`config.mk`:
```
export PLATFORM = sky130hd
export DESIGN_NAME = hbridge_driver
export DESIGN_NICKNAME = d
export VERILOG_FILES = /design/src/rtl/hbridge_pkg.sv /design/src/rtl/hbridge_channel.sv /design/src/rtl/hbridge_driver.sv
export SDC_FILE = /design/constraint.sdc
export NUM_CORES = 1
export LEC_CHECK = 0
export CORE_UTILIZATION = 59
export CTS_BUF_LIST = sky130_fd_sc_hd__clkbuf_16
export CTS_CLUSTER_DIAMETER = 150
export DETAILED_ROUTE_END_ITERATION = 10
export PLACE_DENSITY = 0.89
export SYNTH_ARGS = -nofsm -noshare
export SYNTH_HDL_FRONTEND = slang
export SYNTH_SLANG_ARGS = --single-unit
```
`constraint.sdc`:
```
create_clock -name clk -period 4.7 [get_ports clk]
set_input_delay 0.94 -clock clk [delete_from_list [all_inputs] [get_ports clk]]
set_output_delay 0.94 -clock clk [all_outputs]
set_load 0.005 [all_outputs]
```
`src/rtl/hbridge_pkg.sv`:
```
// Shared direction encodings and per-channel FSM state type for the H-bridge driver.
package hbridge_pkg;
  localparam logic [1:0] DIR_FWD   = 2'b10;
  localparam logic [1:0] DIR_REV   = 2'b01;
  localparam logic [1:0] DIR_COAST = 2'b00;
  localparam logic [1:0] DIR_BAD   = 2'b11;

  typedef enum logic [1:0] {ST_IDLE, ST_DRIVE, ST_DEAD} ch_state_t;

  function automatic logic dir_valid(input logic [1:0] d);
    return (d == DIR_FWD) || (d == DIR_REV);
  endfunction
endpackage

```
`src/rtl/hbridge_channel.sv`:
```
// One H-bridge channel: IDLE/DRIVE/DEAD FSM, dead-time counter and optional soft-start
// ramp (HBRIDGE_SOFTSTART_EN). All outputs are registered.
module hbridge_channel
  import hbridge_pkg::*;
#(
  parameter int DEADTIME = 50
`ifdef HBRIDGE_SOFTSTART_EN
  , parameter int RAMP_STEP = 64
`endif
) (
  input  logic       clk,
  input  logic       rst,
  input  logic [1:0] cmd,
  input  logic       en,
  input  logic [7:0] cnt,
  input  logic [7:0] duty_frame,
  output logic [1:0] pair,
  output logic       pwm_en,
  output logic       busy
);
  localparam int DW = (DEADTIME > 1) ? $clog2(DEADTIME) : 1;

  ch_state_t     state;
  logic [1:0]    dir;
  logic [DW-1:0] dcnt;
  logic [7:0]    duty_eff;
  logic          pwm;

`ifdef HBRIDGE_SOFTSTART_EN
  localparam int RW = (RAMP_STEP > 1) ? $clog2(RAMP_STEP) : 1;
  logic [7:0]    ramp;
  logic [RW-1:0] scnt;

  // Ramp only advances while driving; IDLE/DEAD hold it at zero so DRIVE entry starts from 0.
  always_ff @(posedge clk) begin
    if (rst || state != ST_DRIVE) begin
      ramp <= '0;
      scnt <= '0;
    end else if (ramp > duty_frame) begin
      ramp <= duty_frame;
      scnt <= '0;
    end else if (scnt == RW'(RAMP_STEP - 1)) begin
      scnt <= '0;
      if (ramp < duty_frame) ramp <= ramp + 8'd1;
    end else begin
      scnt <= scnt + 1'b1;
    end
  end

  assign duty_eff = (ramp > duty_frame) ? duty_frame : ramp;
`else
  assign duty_eff = duty_frame;
`endif

  assign pwm = cnt < duty_eff;

  always_ff @(posedge clk) begin
    if (rst) begin
      state  <= ST_IDLE;
      dir    <= DIR_COAST;
      dcnt   <= '0;
      pair   <= DIR_COAST;
      pwm_en <= 1'b0;
      busy   <= 1'b0;
    end else begin
      case (state)
        ST_IDLE: if (en && dir_valid(cmd)) begin
          state  <= ST_DRIVE;
          dir    <= cmd;
          pair   <= cmd;
          pwm_en <= pwm;
        end
        // dir is only ever FWD/REV, so a coast or invalid pair always mismatches it
        ST_DRIVE: if (!en || cmd != dir) begin
          state  <= ST_DEAD;
          dcnt   <= '0;
          pair   <= DIR_COAST;
          pwm_en <= 1'b0;
          busy   <= 1'b1;
        end else begin
          pwm_en <= pwm;
        end
        ST_DEAD: if (dcnt == DW'(DEADTIME - 1)) begin
          state <= ST_IDLE;
          busy  <= 1'b0;
        end else begin
          dcnt <= dcnt + 1'b1;
        end
        default: begin
          state  <= ST_IDLE;
          pair   <= DIR_COAST;
          pwm_en <= 1'b0;
          busy   <= 1'b0;
        end
      endcase
    end
  end
endmodule

```
`src/rtl/hbridge_driver.sv`:
```
// Dual-channel H-bridge driver: shared frame-synchronised PWM counter, sticky fault flag,
// two hbridge_channel instances. Optional soft start via HBRIDGE_SOFTSTART_EN.
module hbridge_driver
  import hbridge_pkg::*;
#(
  parameter int PWM_PERIOD = 256,
  parameter int DEADTIME   = 50,
  parameter int RAMP_STEP  = 64
) (
  input  logic       clk,
  input  logic       rst,
  input  logic [3:0] motorIn,
  input  logic [1:0] motorEn,
  input  logic [7:0] duty,
  output logic [3:0] bridge_in,
  output logic [1:0] bridge_en,
  output logic [1:0] busy,
  output logic       fault
);
  if (PWM_PERIOD < 2 || PWM_PERIOD > 256 || DEADTIME < 1 || RAMP_STEP < 1) begin : g_bad_cfg
    $error("hbridge_driver: parameter out of range");
  end

  logic [7:0] cnt;
  logic [7:0] duty_frame;

  // duty is captured whenever the counter is about to be 0, so a frame never changes width midway
  always_ff @(posedge clk) begin
    if (rst) begin
      cnt        <= '0;
      duty_frame <= duty;
      fault      <= 1'b0;
    end else begin
      if (cnt == 8'(PWM_PERIOD - 1)) begin
        cnt        <= '0;
        duty_frame <= duty;
      end else begin
        cnt <= cnt + 8'd1;
      end
      fault <= fault | (motorIn[3:2] == DIR_BAD) | (motorIn[1:0] == DIR_BAD);
    end
  end

  for (genvar c = 0; c < 2; c++) begin : g_ch
    hbridge_channel #(
      .DEADTIME (DEADTIME)
`ifdef HBRIDGE_SOFTSTART_EN
      , .RAMP_STEP(RAMP_STEP)
`endif
    ) u_ch (
      .clk        (clk),
      .rst        (rst),
      .cmd        (motorIn[2*c+1:2*c]),
      .en         (motorEn[c]),
      .cnt        (cnt),
      .duty_frame (duty_frame),
      .pair       (bridge_in[2*c+1:2*c]),
      .pwm_en     (bridge_en[c]),
      .busy       (busy[c])
    );
  end
endmodule
```
# ---- Word-level counts from Yosys, hierarchy flattened
# Cells that the tools add are included.
dict set report op_classes {
  n_addsub 3
  n_lt_le_gt_ge 1
  n_eq_ne 23
  muxes 34
  n_bitwise 6
  reduce_logical 26
}
# cell count
set ops {}
lappend ops {{2-to-1 mux 6 bit} 4}
lappend ops {{one-hot mux 2 bit (3 select lines)} 4}
lappend ops {{one-hot mux 6 bit (2 select lines)} 2}
lappend ops {{AND reduction 3 bit} 8}
lappend ops {{2-to-1 mux 2 bit} 10}
lappend ops {{2-to-1 mux 8 bit} 2}
lappend ops {{adder 6 x 1 -> 6 bit, second input constant} 2}
lappend ops {{== test 2 bit, second input constant} 6}
lappend ops {{== test 6 bit, second input constant} 2}
lappend ops {{inequality test 2 x 1 -> 1 bit, second input constant} 6}
lappend ops {{one-hot mux 1 bit (3 select lines)} 4}
lappend ops {{adder 8 x 1 -> 8 bit, second input constant} 1}
lappend ops {{== test 2 x 1 -> 1 bit, second input constant} 4}
lappend ops {{== test 8 bit, second input constant} 1}
lappend ops {{less-than comparator 8 bit} 1}
lappend ops {{2-to-1 mux 1 bit} 8}
lappend ops {{AND reduction 2 bit} 4}
lappend ops {{nonzero test 2 bit} 3}
lappend ops {{zero test 2 bit} 2}
lappend ops {{logical OR 1 bit} 4}
lappend ops {{inequality test 2 bit} 2}
lappend ops {{inequality test 2 bit, second input constant} 2}
lappend ops {{NOT 1 bit} 4}
lappend ops {{logical AND 1 bit} 2}
lappend ops {{other kinds (3)} 5}
dict set report word_totals {
  ff_bits 45
  inputBits 16
  out_inout_bits 9
  elab_cells 108
}

# ---- Longest topological paths before layout
# Gate-level depths: netlist of run 1.
dict set report logic_depth {
  word_depth 5
  depth_mapped 7
  mapped_depth_nobuf 7
}

# ---- Modules after synthesis
# Synthesis of run 1 repeated with hierarchy kept, for this count alone.
dict set report hier_totals {
  hier_cells 257
  hier_area_um2 2302.2
}
# mod instances cells_per_inst area_per_inst_um2 seq_area_each_um2
set modules_own_cells {}
lappend modules_own_cells {hbridge_channel 2 105 850.8 280.3}
lappend modules_own_cells {hbridge_driver 1 47 600.6 420.4}

# ---- Worst setup path before layout of run 1
# OpenSTA, ideal clock, no wires.
dict set report synth_path {
  kind {input-to-reg}
  from {in motorIn[0]}
  to {reg g_ch[0].u_ch.dcnt[4]}
  setup_ns 0.070
  arrival_ns 2.045
  required_time_ns 4.630
  path_slack_ns 2.585
  cell_stages 5
  path_buffers 0
  cell_sequence {xnor2_1 > a311oi_2 > nor2_2 > or3_1 > a21oi_1}
}
dict set report synth_between {
  elab_chain_len 4
}
# item line
set synth_rtl {}
lappend synth_rtl {{from (decl)} hbridge_driver.sv:12} ;# input logic [3:0] motorIn,
lappend synth_rtl {{inequality test 2 bit} hbridge_channel.sv:74} ;# ST_DRIVE: if (!en || cmd != dir) begin
lappend synth_rtl {{logical OR 1 bit} hbridge_channel.sv:74}
lappend synth_rtl {{inequality test 2 x 1 -> 1 bit (no line)} n/a}
lappend synth_rtl {{AND reduction 3 bit (no line)} n/a}
lappend synth_rtl {{to (signal assigned)} hbridge_channel.sv:87} ;# dcnt <= dcnt + 1'b1;
lappend synth_rtl {{to (decl)} hbridge_channel.sv:25} ;# logic [DW-1:0] dcnt;
# No other way between the ends.
# A chain may end at the register's enable or synchronous reset.

# ---- Worst setup path after layout of run 1
dict set report layout_path {
  from {in rst}
  to {reg duty_frame[6], enable pin}
}
dict set report layout_between {
  elab_chain_len 1
}
# item line
set layout_rtl {}
lappend layout_rtl {{from (decl)} hbridge_driver.sv:11} ;# input logic rst,
lappend layout_rtl {{nonzero test 2 bit (no line)} n/a}
lappend layout_rtl {{to (signal assigned)} hbridge_driver.sv:31} ;# duty_frame <= duty;
lappend layout_rtl {{to (signal assigned)} hbridge_driver.sv:36} ;# duty_frame <= duty;
lappend layout_rtl {{to (decl)} hbridge_driver.sv:25} ;# logic [7:0] duty_frame;
# No other way between the ends.

==> results of run 1 <==
-- layer usage --
| metal | global-route usage (%) | vias to the layer above |
|---|---|---|
| li1 | - | 830 |
| met3 | 3.99 | 6 |
| met2 | 41.5 | 35 |
| met1 | 25.2 | 765 |
| met4 | 10.2 | 0 |
| met5 | 0 | - |
-- power breakdown --
group          internal, uW  total [uW]  leakage, uW  switching, uW
Clock                   191         321    0.0000776            130
Combinational          48.4        94.7     0.000525           46.3
Sequential              411         425     0.000379           13.8
Total                   650         840     0.000982            190
-- cell families (layout without fill, tap and decap cells) --
| logic type | after synthesis | count (layout) | synth area share [%] |
|---|---|---|---|
| simple gates | 83 | 83 | 18.9 |
| compound gates | 48 | 48 | 13.9 |
| buf+inv | 22 | 45 | 4.72 |
| mux | 3 | 3 | 1.43 |
| flops | 45 | 45 | 46.8 |
| fa+ha+maj | 14 | 14 | 8.36 |
| xor+xnor | 14 | 14 | 5.85 |
-- registers in the layout, summed over array words and instances (netlist names) --
signal / flops
g_ch.u_ch.dcnt: 12
duty_frame: 8
cnt: 8
g_ch.u_ch.busy: 2
fault: 1
g_ch.u_ch.pair: 4
g_ch.u_ch.dir: 4
g_ch.u_ch.state: 4
g_ch.u_ch.pwm_en: 2
-- through the flow --
stage               instance area, um2  util, %  power, uW  hold slack (ps)
global route                      2480     73.7        875              496
global placement                  2340     69.7        522              446
CTS                               2480     73.7        845              467
detailed placement                2340     69.7        526              459
finish                            2480     73.7        840              464
floorplan                         2100        -        490              433
-- synthesized netlist by cell type, drive strengths merged (2+ instances only) --
| master | number |
|---|---|
| a21oi | 18 |
| a311oi | 3 |
| a31oi | 3 |
| and3 | 6 |
| buf | 6 |
| clkbuf | 3 |
| dfxtp | 37 |
| edfxtp | 8 |
| ha | 14 |
| inv | 13 |
| mux2i | 3 |
| nand2 | 13 |
| nand2b | 4 |
| nand3 | 9 |
| nand3b | 2 |
| nor2 | 33 |
| nor3 | 4 |
| nor3b | 2 |
| o21ai | 15 |
| or2 | 3 |
| or3 | 6 |
| xnor2 | 6 |
| xor2 | 8 |
-- area by class of cell --
type / instances / area [um2]
Multi-Input combinational cell: 162 / 1020
Sequential cell: 45 / 981
Fill cell: 265 / 883
Timing Repair Buffer: 24 / 240
Clock buffer: 5 / 125
Tap cell: 46 / 57.6
Inverter: 13 / 48.8
Clock inverter: 3 / 11.3
-- worst min-delay path by stage --
stage	startpoint	end	slack (ps)	depth (start not counted)
after global placement	g_ch[0].u_ch.pair[1]$_SDFFE_PP0P_	g_ch[0].u_ch.pair[1]$_SDFFE_PP0P_	450	2
after floorplan	cnt[0]$_SDFF_PP0_	cnt[0]$_SDFF_PP0_	430	1
after detailed placement	g_ch[0].u_ch.pair[0]$_SDFFE_PP0P_	g_ch[0].u_ch.pair[0]$_SDFFE_PP0P_	460	2
after global routing	g_ch[0].u_ch.pair[0]$_SDFFE_PP0P_	g_ch[0].u_ch.pair[0]$_SDFFE_PP0P_	500	2
final	g_ch[0].u_ch.pair[0]$_SDFFE_PP0P_	g_ch[0].u_ch.pair[0]$_SDFFE_PP0P_	460	2
after CTS	g_ch[0].u_ch.pair[0]$_SDFFE_PP0P_	g_ch[0].u_ch.pair[0]$_SDFFE_PP0P_	470	2
==> run_results.csv, run 1 <==
group,metric,value,unit
global_route,grt.overflow.total,0,
detailed_routing,dr_wl_met2,2040,um
placed_design,gp_congestion,0.806,
final_layout,final_cell_mix,"dfxtp_1 (37), nor2_1 (32), clkdlybuf4s50_1 (24), a21oi_1 (18), inv_1 (16)",
yosys,synth.distinct_cells,38,
final_layout,n_antenna_cell,0,
setup_path,start_kind,"primary input",
floorplan,fp-row-count,21,
cts,numCtsBuffers,5,
floorplan,die_w,61.6,um
yosys,yosysWarnings,0,
placed_design,place_inst,290,
sta,finalCriticalPeriod,2500,ps
setup_path,r2r_slack,2820,ps
detailed_routing,wl_met3,174,um
setup_path,crit_family,"buffers and inverters",
setup_path,cp_num_buf_inv,1,
placed_design,hpwlAfterDp,2690,um
sta,report.final.slew_viol_count,0,
floorplan,die_y,61.6,um
global_route,grt_antenna_before_repair,0,
setup_path,r2r-start,"g_ch[1].u_ch.dcnt[1]$_SDFFE_PP0P_",
floorplan,die-area,3790,um2
sta,fmax,400,MHz
setup_path,slowest_stage,"clkdlybuf4s50_1",
cts,cts_tree,"done",
detailed_routing,drtPass1Iterations,4,
setup_path,r2r_cells,6,
yosys,syn_inst,229,
sta,slew-limit-headroom,36.8,%
setup_path,endpoint,"duty_frame[6]$_DFFE_PP_",
final_layout,area_growth,18.3,%
placed_design,io_buffers,24,
final_layout,fin_cells,298,
sta,clock_skew,2.76,ps
worst_hold_path,hold_class,"flip-flop to flip-flop",
power_and_ir_drop,irDropWorstVdd,0.269,mV
sta,hold_violations,0,
yosys,syn_avg_cell_area,9.15,um2
setup_path,worst_r2r_endpoint,"g_ch[1].u_ch.dcnt[0]$_SDFFE_PP0P_",
global_route,grt_pass1_vias,1540,
detailed_routing,initialDrtViolationCount,90,
setup_path,cp.required,4660,ps
final_layout,nNetsFinal,281,
final_layout,final_common_cell,"dfxtp_1",
placed_design,place_ws,1910,ps
sta,worst-slew-pin-transition,946,ps
setup_path,cp-startpoint,"rst",
detailed_routing,wl_per_cell,13.1,um
final_layout,layout-drive-gt1-share,4.76,%
global_route,grt_first_pass_wirelength,6240,um
cts,clk_latency,280,ps
yosys,synth.cell_area,2100,um2
sta,setup_tns,0,ps
power_and_ir_drop,p_leak,0.000982,uW
yosys,seq_area_frac_synth,46.8,%
cts,post_cts_buffers,0,
detailed_routing,drt-total-wl,3910,um
flow_run,drv_cap,0,
cts,htreeDepth,2,
yosys,synth_fp_nets,259,
yosys,synth_top_area_share,35.3,%
setup_path,cp_max_fo,28,
cts,ctsHoldBuffers,0,
floorplan,core,3360,um2
cts,clockBufferDepth,2,
run_status,status,"finished, final reports clean",
detailed_routing,vias,1636,
detailed_routing,highest_layer,"met4",
global_route,gr-usage-all-layers,22.6,%
setup_path,slowest_delay,1090,ps
cts,cts_resized,0,
detailed_routing,ant_nets,0,
setup_path,critPathArrivalTime,2450,ps
yosys,synth-async-reset-ratio,0,%
yosys,synthTopCellsByArea,"dfxtp_1 (35%), edfxtp_1 (11%), ha_1 (8.4%), nor2_1 (5.7%), a21oi_1 (4.3%)",
sta,rsz0062_at_grt,"no",
cts,root_buffer,"clkbuf_16",
detailed_routing,met1Wirelength,1640,um
power_and_ir_drop,powerDensity,339,nW/um2
detailed_routing,drc_errors,0,
setup_path,crit_chain,"clkdlybuf4s50_1 -> a31o_2",
setup_path,critPathKind,"primary input to flip-flop",
detailed_routing,viasPerCell,5.49,
cts,clk_pin_slew,60,ps
floorplan,start_util,62.3,%
global_route,grt_start_max_net_pins,29,
cts,cts_sinks,45,
sta,min_period_over_period,53.2,%
yosys,synth_top_area_cell,"dfxtp_1",
yosys,synth_seq_cells,45,
yosys,synth_flop_cell,"dfxtp_1",
sta,final.setup.worst_slack,2200,ps
floorplan,pin_count,25,
setup_path,end_kind,"flip-flop",
sta,setup_viol,0,
setup_path,cp.depth,2,
yosys,synth_edf_count,8,
Note: power is estimated with default switching activity, not from simulation.
==> inputs of run 2 (changes only) <==
--- a/config.mk
+++ b/config.mk
@@ -5,11 +5,11 @@
 export SDC_FILE = /design/constraint.sdc
 export NUM_CORES = 1
 export LEC_CHECK = 0
-export CORE_UTILIZATION = 59
+export CORE_UTILIZATION = 55
 export CTS_BUF_LIST = sky130_fd_sc_hd__clkbuf_16
 export CTS_CLUSTER_DIAMETER = 150
 export DETAILED_ROUTE_END_ITERATION = 10
-export PLACE_DENSITY = 0.89
+export PLACE_DENSITY = 0.84
 export SYNTH_ARGS = -nofsm -noshare
 export SYNTH_HDL_FRONTEND = slang
 export SYNTH_SLANG_ARGS = --single-unit
==> constraint.sdc (replaced) <==
create_clock -name clk -period 2.3 [get_ports clk]
set_input_delay 0.46 -clock clk [delete_from_list [all_inputs] [get_ports clk]]
set_output_delay 0.46 -clock clk [all_outputs]
set_load 0.005 [all_outputs]
==> run_results.csv, run 2 (synthesis results as in run 1) <==
group,metric,value,unit
run_status,status,"finished, final reports clean",
cts,post_cts_buffers,0,
placed_design,io_buffers,24,
final_layout,n_antenna_cell,0,
global_route,gr-usage-all-layers,22.2,%
final_layout,final_cell_mix,"dfxtp_1 (37), nor2_1 (32), clkdlybuf4s50_1 (24), a21oi_1 (18), o21ai_0 (15)",
flow_run,drv_cap,0,
sta,report.final.slew_viol_count,0,
detailed_routing,vias,1669,
setup_path,end_kind,"flip-flop",
floorplan,die_y,63.7,um
cts,root_buffer,"clkbuf_16",
detailed_routing,viasPerCell,5.51,
cts,cts_resized,0,
setup_path,cp_max_fo,5,
detailed_routing,ant_nets,0,
global_route,grt_first_pass_wirelength,6850,um
cts,clk_latency,290,ps
final_layout,largest_register,"g_ch.u_ch.dcnt",
floorplan,die-area,4060,um2
setup_path,cp.required,2520,ps
detailed_routing,drtPass1Iterations,4,
global_route,grt_antenna_before_repair,0,
sta,worst-slew-pin-transition,576,ps
sta,min_period_over_period,84.6,%
worst_hold_path,min_to,"g_ch[0].u_ch.pair[0]$_SDFFE_PP0P_",
detailed_routing,initialDrtViolationCount,117,
setup_path,r2r_cells,6,
sta,setup_tns,0,ps
detailed_routing,drc_errors,0,
worst_hold_path,hold_path_depth,2,
cts,clk_pin_slew,60,ps
final_layout,nNetsFinal,284,
floorplan,core,3660,um2
placed_design,hpwlAfterDp,2770,um
setup_path,critPathKind,"primary input to flip-flop",
sta,fmax,514,MHz
final_layout,final_common_cell,"dfxtp_1",
cts,ctsHoldBuffers,0,
cts,cts_sinks,45,
cts,cts_tree,"done",
detailed_routing,wl_per_cell,13.0,um
sta,hold_violations,0,
sta,slew-limit-headroom,61.3,%
global_route,grt.overflow.total,0,
setup_path,worst_r2r_endpoint,"g_ch[0].u_ch.dcnt[4]$_SDFFE_PP0P_",
global_route,grt_pass1_vias,1590,
setup_path,r2r_slack,490,ps
worst_hold_path,min_from,"g_ch[0].u_ch.pair[0]$_SDFFE_PP0P_",
placed_design,place_ws,93.1,ps
final_layout,largest_reg_flops,12,
floorplan,die_w,63.7,um
sta,setup_viol,0,
cts,clockBufferDepth,2,
floorplan,start_util,57.2,%
sta,rsz0062_at_grt,"no",
power_and_ir_drop,irDropWorstVdd,0.639,mV
setup_path,cp-startpoint,"motorIn[0]",
worst_hold_path,hold_class,"flip-flop to flip-flop",
global_route,grt_start_max_net_pins,28,
power_and_ir_drop,powerDensity,716,nW/um2
setup_path,r2r-start,"g_ch[0].u_ch.dcnt[1]$_SDFFE_PP0P_",
final_layout,layout-drive-gt1-share,6.27,%
final_layout,area_growth,20.5,%
power_and_ir_drop,p_leak,0.00100,uW
detailed_routing,drt-total-wl,3940,um
sta,finalCriticalPeriod,1950,ps
cts,htreeDepth,2,
sta,final.setup.worst_slack,354,ps
setup_path,start_kind,"primary input",
floorplan,fp-row-count,22,
floorplan,pin_count,25,
final_layout,largestRegisters,"g_ch.u_ch.dcnt x12, cnt x8, duty_frame x8",
sta,clock_skew,6.25,ps
cts,numCtsBuffers,5,
setup_path,critPathArrivalTime,2170,ps
placed_design,gp_congestion,0.876,
final_layout,final_core_util,69.0,%
==> run 2: cell types whose count changed in the layout (fill, tap and decap cells not counted), sizes merged <==
cell    before  now
buf          0    3
inv         16   14
clkbuf       5    6
clkinv       0    1
==> run 2: stage by stage <==
stage	instance area, um2	hold slack (ps)	total power, uW	instances
CTS	2530	461	1820	303
floorplan	2100	433	1000	229
detailed placement	2370	449	1080	295
finish	2530	461	1810	303
global placement	2370	444	1070	295
global route	2530	489	1890	303
==> run 2: layer usage <==
| layer | global-route usage [%] | routed length, um | up-vias |
|---|---|---|---|
| met5 | 0 | 0 | - |
| met4 | 15.6 | 129 | 0 |
| met3 | 5.71 | 137 | 14 |
| met2 | 37.2 | 1920 | 34 |
| met1 | 24.4 | 1760 | 774 |
| li1 | - | - | 847 |
==> run 2: critical path: stages <==
cell and delay [ps]:
clkdlybuf4s50_1 460, xnor2_1 190, a311oi_2 450, nor2_2 100, or3_1 360, a21oi_1 140
==> run 2: worst max path at each step <==
stage | endpoint | slack, ps
after floorplan | g_ch[0].u_ch.dcnt[4]$_SDFFE_PP0P_ | 660
after global placement | g_ch[0].u_ch.dcnt[4]$_SDFFE_PP0P_ | 140
after detailed placement | g_ch[0].u_ch.dcnt[4]$_SDFFE_PP0P_ | 90
after CTS | g_ch[0].u_ch.dcnt[4]$_SDFFE_PP0P_ | 330
after global routing | g_ch[1].u_ch.dcnt[1]$_SDFFE_PP0P_ | 220
final | g_ch[0].u_ch.dcnt[4]$_SDFFE_PP0P_ | 350
==> run 2: area by class of cell <==
| cell class | instances | area [um2] |
|---|---|---|
| sequential | 45 | 981 |
| inverter | 13 | 48.8 |
| timing repair buffer | 27 | 263 |
| tap | 48 | 60.1 |
| clock buffer | 6 | 150 |
| clock inverter | 2 | 7.51 |
| multi-input combinational | 162 | 1020 |
| fill | 282 | 1130 |
==> run 2: where the power goes <==
group	total, uW	switching, uW	internal [uW]
sequential	869	29.1	839
combinational	199	95.9	104
clock	741	281	460
total	1810	406	1400
